--- config.mk ---
export PLATFORM = sky130hd
export DESIGN_NAME = btn_conditioner
export DESIGN_NICKNAME = d
export VERILOG_FILES = /design/src/rtl/btn_conditioner.sv
export SDC_FILE = /design/constraint.sdc
export NUM_CORES = 1
export LEC_CHECK = 0
export ABC_AREA = 0
export CAP_MARGIN = 30
export CORE_MARGIN = 5
export CORE_UTILIZATION = 45
export DETAILED_ROUTE_END_ITERATION = 10
export GPL_TIMING_DRIVEN = 1
export PLACE_DENSITY_LB_ADDON = 0.25
export SLEW_MARGIN = 0
export SYNTH_ARGS = -nofsm -noshare
export SYNTH_HDL_FRONTEND = slang
export SYNTH_SLANG_ARGS = --single-unit
--- constraint.sdc ---
create_clock -name character_clk -period 4 [get_ports character_clk]
set_clock_uncertainty 0.05 [all_clocks]
set_input_delay 0.6 -clock character_clk [delete_from_list [all_inputs] [get_ports character_clk]]
set_output_delay 0.6 -clock character_clk [all_outputs]
set_load 0.02 [all_outputs]
--- src/rtl/btn_conditioner.sv ---
// Push-button conditioner: 2-flop sync, per-button debounce, left/right owner arbiter, press/release pulses.
// Optional auto-repeat of the owned direction is compiled in with `BTN_AUTO_REPEAT_EN.
module btn_conditioner #(
  parameter int DEBOUNCE_CYCLES = 4,
  parameter int REPEAT_DELAY    = 16,
  parameter int REPEAT_PERIOD   = 4
) (
  input  logic       character_clk,
  input  logic       sys_rst_n,
  input  logic       raw_left,
  input  logic       raw_right,
  input  logic       raw_jump,
  output logic       left_btn,
  output logic       right_btn,
  output logic       jump_btn,
  output logic       left_press,
  output logic       right_press,
  output logic       jump_press,
  output logic       jump_release,
  output logic [1:0] dbg_owner
);

  localparam int CW = $clog2(DEBOUNCE_CYCLES + 1);
  localparam logic [CW-1:0] CNT_LAST = CW'(DEBOUNCE_CYCLES - 1);
  localparam int BL = 0;
  localparam int BR = 1;
  localparam int BJ = 2;

  typedef enum logic [1:0] {
    OWN_NONE  = 2'd0,
    OWN_LEFT  = 2'd1,
    OWN_RIGHT = 2'd2
  } owner_t;

  logic [2:0]    raw;
  logic [2:0]    s1_q, s2_q;
  logic [2:0]    stable_q, stable_d;
  logic [CW-1:0] cnt_q [3];
  logic [CW-1:0] cnt_d [3];
  owner_t        owner_q, owner_d;
  logic          gap;
  logic          left_press_q, left_press_d;
  logic          right_press_q, right_press_d;
  logic          jump_press_q, jump_press_d;
  logic          jump_prev_q;
  logic          jump_release_q, jump_release_d;

  assign raw = {raw_jump, raw_right, raw_left};

  always_ff @(posedge character_clk or negedge sys_rst_n) begin
    if (!sys_rst_n) begin
      s1_q     <= '0;
      s2_q     <= '0;
      stable_q <= '0;
      for (int i = 0; i < 3; i++) cnt_q[i] <= '0;
    end else begin
      s1_q     <= raw;
      s2_q     <= s1_q;
      stable_q <= stable_d;
      for (int i = 0; i < 3; i++) cnt_q[i] <= cnt_d[i];
    end
  end

  // The flip happens on the DEBOUNCE_CYCLES-th consecutive mismatching edge.
  always_comb begin
    stable_d = stable_q;
    for (int i = 0; i < 3; i++) begin
      cnt_d[i] = '0;
      if (s2_q[i] != stable_q[i]) begin
        if (cnt_q[i] == CNT_LAST) stable_d[i] = ~stable_q[i];
        else                      cnt_d[i]    = cnt_q[i] + 1'b1;
      end
    end
  end

  always_ff @(posedge character_clk or negedge sys_rst_n) begin
    if (!sys_rst_n) owner_q <= OWN_NONE;
    else            owner_q <= owner_d;
  end

  // Owner follows the next debounced level so the level output lines up with the
  // debounce flip; testing the level (not the edge) in NONE also hands over to a
  // direction that is still held when the other one is released.
  always_comb begin
    owner_d = owner_q;
    case (owner_q)
      OWN_NONE: begin
        if (stable_d[BL])      owner_d = OWN_LEFT;
        else if (stable_d[BR]) owner_d = OWN_RIGHT;
      end
      OWN_LEFT:  if (!stable_d[BL]) owner_d = OWN_NONE;
      OWN_RIGHT: if (!stable_d[BR]) owner_d = OWN_NONE;
      default:   owner_d = OWN_NONE;
    endcase
  end

`ifdef BTN_AUTO_REPEAT_EN
  localparam int RW = $clog2(REPEAT_DELAY + 1);
  localparam logic [RW-1:0] RPT_FIRE   = RW'(REPEAT_DELAY - 1);
  // Reload so the next fire lands REPEAT_PERIOD cycles later; needs REPEAT_PERIOD <= REPEAT_DELAY.
  localparam logic [RW-1:0] RPT_RELOAD = RW'(REPEAT_DELAY - REPEAT_PERIOD);

  logic [RW-1:0] rpt_q, rpt_d;
  logic          gap_q, gap_d;

  always_ff @(posedge character_clk or negedge sys_rst_n) begin
    if (!sys_rst_n) begin
      rpt_q <= '0;
      gap_q <= 1'b0;
    end else begin
      rpt_q <= rpt_d;
      gap_q <= gap_d;
    end
  end

  always_comb begin
    rpt_d = '0;
    gap_d = 1'b0;
    if (owner_q != OWN_NONE && owner_d == owner_q) begin
      if (rpt_q == RPT_FIRE) begin
        gap_d = 1'b1;
        rpt_d = RPT_RELOAD;
      end else begin
        rpt_d = rpt_q + 1'b1;
      end
    end
  end

  assign gap = gap_q;
`else
  logic unused_repeat_cfg;
  assign unused_repeat_cfg = (REPEAT_DELAY > REPEAT_PERIOD);
  assign gap = 1'b0;
`endif

  // A press pulse accompanies every rising edge of a level output, including the one after a gap.
  always_comb begin
    left_press_d   = (owner_d == OWN_LEFT)  && ((owner_q != OWN_LEFT)  || gap);
    right_press_d  = (owner_d == OWN_RIGHT) && ((owner_q != OWN_RIGHT) || gap);
    jump_press_d   = stable_d[BJ] & ~stable_q[BJ];
    jump_release_d = jump_prev_q & ~stable_q[BJ];
  end

  always_ff @(posedge character_clk or negedge sys_rst_n) begin
    if (!sys_rst_n) begin
      left_press_q   <= 1'b0;
      right_press_q  <= 1'b0;
      jump_press_q   <= 1'b0;
      jump_prev_q    <= 1'b0;
      jump_release_q <= 1'b0;
    end else begin
      left_press_q   <= left_press_d;
      right_press_q  <= right_press_d;
      jump_press_q   <= jump_press_d;
      jump_prev_q    <= stable_q[BJ];
      jump_release_q <= jump_release_d;
    end
  end

  assign left_btn     = (owner_q == OWN_LEFT)  && !gap;
  assign right_btn    = (owner_q == OWN_RIGHT) && !gap;
  assign jump_btn     = stable_q[BJ];
  assign left_press   = left_press_q;
  assign right_press  = right_press_q;
  assign jump_press   = jump_press_q;
  assign jump_release = jump_release_q;
  assign dbg_owner    = owner_q;

endmodule

==> flow_summary.ini <==
[drt]
vias = 472
postRouteAntennaNets = 0
post-route-drc-count = 0
post_drt_wl_per_cell_um = 11.29
viasPerCell = 4.627
drtIter0Drc = 5
wirelength_mm = 1.152
first_pass_iters = 4

[die]
die_w_um = 54.24
io_pins = 14
die_h_um = 54.24
row_count = 16
start_util_pct = 45.83
core_sq_mm = 0.001922
die_area_sq_mm = 0.002942

[run_status]
status = finished clean

[clock_tree]
clk_pin_slew_worst_paths_ps = 120
cts_buffer_depth = 2
post_cts_buffers = 0
clkLatencyLatePin_ps = 300
cts.sinks = 25
hold_buffers = 0
numCtsBuffers = 3
htree_levels = 1
cts_resized = 0
clockRootBuffer = clkbuf_4
tritoncts = yes

[flow_run]
drv_cap = 0

[timing]
rsz0062_at_grt = false
fin_tns_setup_ps = 0
fin_hold_ws_ps = 312.3
min_period_ps = 2200
fmax_ghz = 0.4546
finalSetupViolations = 0
timing.final.ws_setup_ps = 1800
slew_viol_final = 0
hold_viol_final = 0
tightest_slew_ps = 600.0
period_share_pct = 54.99
max_slew_margin_pct = 59.88

[place]
dp_slack_ps = 2162
place_congestion = 0.6807
port-buffer-count = 13
hpwl_um = 888.4

[finish]
antennaDiodeCount = 0
utilization_pct = 56.58
multiInputGateArea_sq_um = 244.0
layout.nets = 84
mostFrequentLayoutCells = dfrtp_1, clkdlybuf4s50_1, nor3b_1, nor2b_1, nor3_1
seq_area_sq_um = 625.6
fillers = 175
synthToLayoutAreaGrowth_pct = 23.44
final_layout_size_suffix_gt1_share_pct = 14.67
final_common_cell = dfrtp_1

[global_route]
grt_overflow = 0
grt_antenna_before_repair = 0
grt_max_degree = 15
grt.busiest_layer = met2
grt_pass1_wl_mm = 1.959
grt.met3_usage_pct = 3.542
use_met2_pct = 14.94
grt_util_all_layers_pct = 9.674
grtUsageMet1_pct = 11.83
grt_pass1_vias = 489

[yosys]
ys_ff_latch = 25
ys_types = 16
yosysSeqAreaShare_pct = 71.02
syn-num-nets = 65
synth-warning-count = 0
syn_area_per_cell_sq_um = 15.45
syn_inst = 57
syn_area_sq_um = 880.8

[critical_path]
required_ps = 3350
end_kind = output port
arrival_ps = 1550
critPathLaunch = dbg_owner[0]$_DFF_PN0_
cp_max_fo = 6
crit_path_start_kind = flip-flop
reg2reg_from = cnt_q[6]$_DFF_PN0_
path_class = reg2out

[worst_hold_path]
hold_start = s1_q[2]$_DFF_PN0_
hold_path.class = reg2reg

[power_and_ir_drop]
total_power_mw = 0.7274
ir_worst_vdd_mv = 0.3525
power.density_mw_per_mm2 = 669.0
p_leak_nw = 0.4945
==> worst paths after layout <==
| kind | end | slack, ps | depth (start not counted) |
|---|---|---|---|
| worst min-delay path | s2_q[2]$_DFF_PN0_ | 310 | 0 |
| min in group asynchronous | jump_release$_DFF_PN0_ | 610 | 1 |
| worst max register to register | right_press$_DFF_PN0_ | 2520 | 5 |
| worst max-delay path | left_btn | 1800 | 2 |
| max in group asynchronous | cnt_q[7]$_DFF_PN0_ | 2800 | 2 |
| worst min register to register | s2_q[2]$_DFF_PN0_ | 310 | 0 |
==> where the power goes <==
group,switching [mW],internal (mW)
sequential,0.0464,0.321
clock,0.0666,0.0372
combinational,0.126,0.130
total,0.239,0.488
==> metrics by stage <==
step | instance area, sq um | std cells
floorplan | 880.8 | 57
global placement | 1045 | 97
finish | 1087 | 102
global route | 1087 | 102
detailed placement | 1060 | 98
CTS | 1087 | 102
==> state kept, by name, indices dropped and copies added (netlist names) <==
signal	count
cnt_q	9
dbg_owner	2
jump_press	1
jump_prev_q	1
jump_release	1
left_press	1
right_press	1
s1_q	3
s2_q	3
stable_q	3
==> worst max-delay path, cell delays in order (launching register included) <==
cell,delay [ps]
dfrtp_1,480
nor2b_1,160
clkdlybuf4s50_1,610
==> cells in the mapped netlist <==
library cell  count  share of area (%)
inv_1             2               0.85
mux2i_2           1                1.6
nor3_1            4                2.3
xnor2_1           3                3.0
inv_2             1               0.43
nor4_2            1                1.4
mux2i_1           1                1.1
nor2_1            2               0.85
nor3b_1           6                5.1
nor2b_4           1                1.6
dfrtp_1          25                 71
and3b_1           1               0.99
ha_1              3                4.3
a211oi_2          1                1.4
mux2_2            1                1.3
nor2b_1           4                2.8
==> area by class of cell <==
class                      instances  share of cell area, %
multi-input combinational         29                  22.44
timing repair buffer              14                  13.35
clock inverter                     1                 0.4603
clock buffer                       3                  2.071
tap                               27                  3.107
inverter                           3                  1.036
sequential                        25                  57.54
==> cells by family (layout without fill, tap and decap cells) <==
kind of cell | Yosys count | in the layout | share of synthesized area [%]
xor+xnor | 3 | 3 | 2.983
mux | 3 | 3 | 3.977
simple gates | 19 | 19 | 15.06
buf+inv | 3 | 21 | 1.278
flops | 25 | 25 | 71.02
compound gates | 1 | 1 | 1.420
fa+ha+maj | 3 | 3 | 4.262
==> routing by layer <==
metal / vias up / wire length (um)
li1: 228 / -
met1: 231 / 526
met2: 11 / 559
met3: 2 / 60
met4: 0 / 6
met5: - / 0
Note: power is estimated with default switching activity, not from simulation.
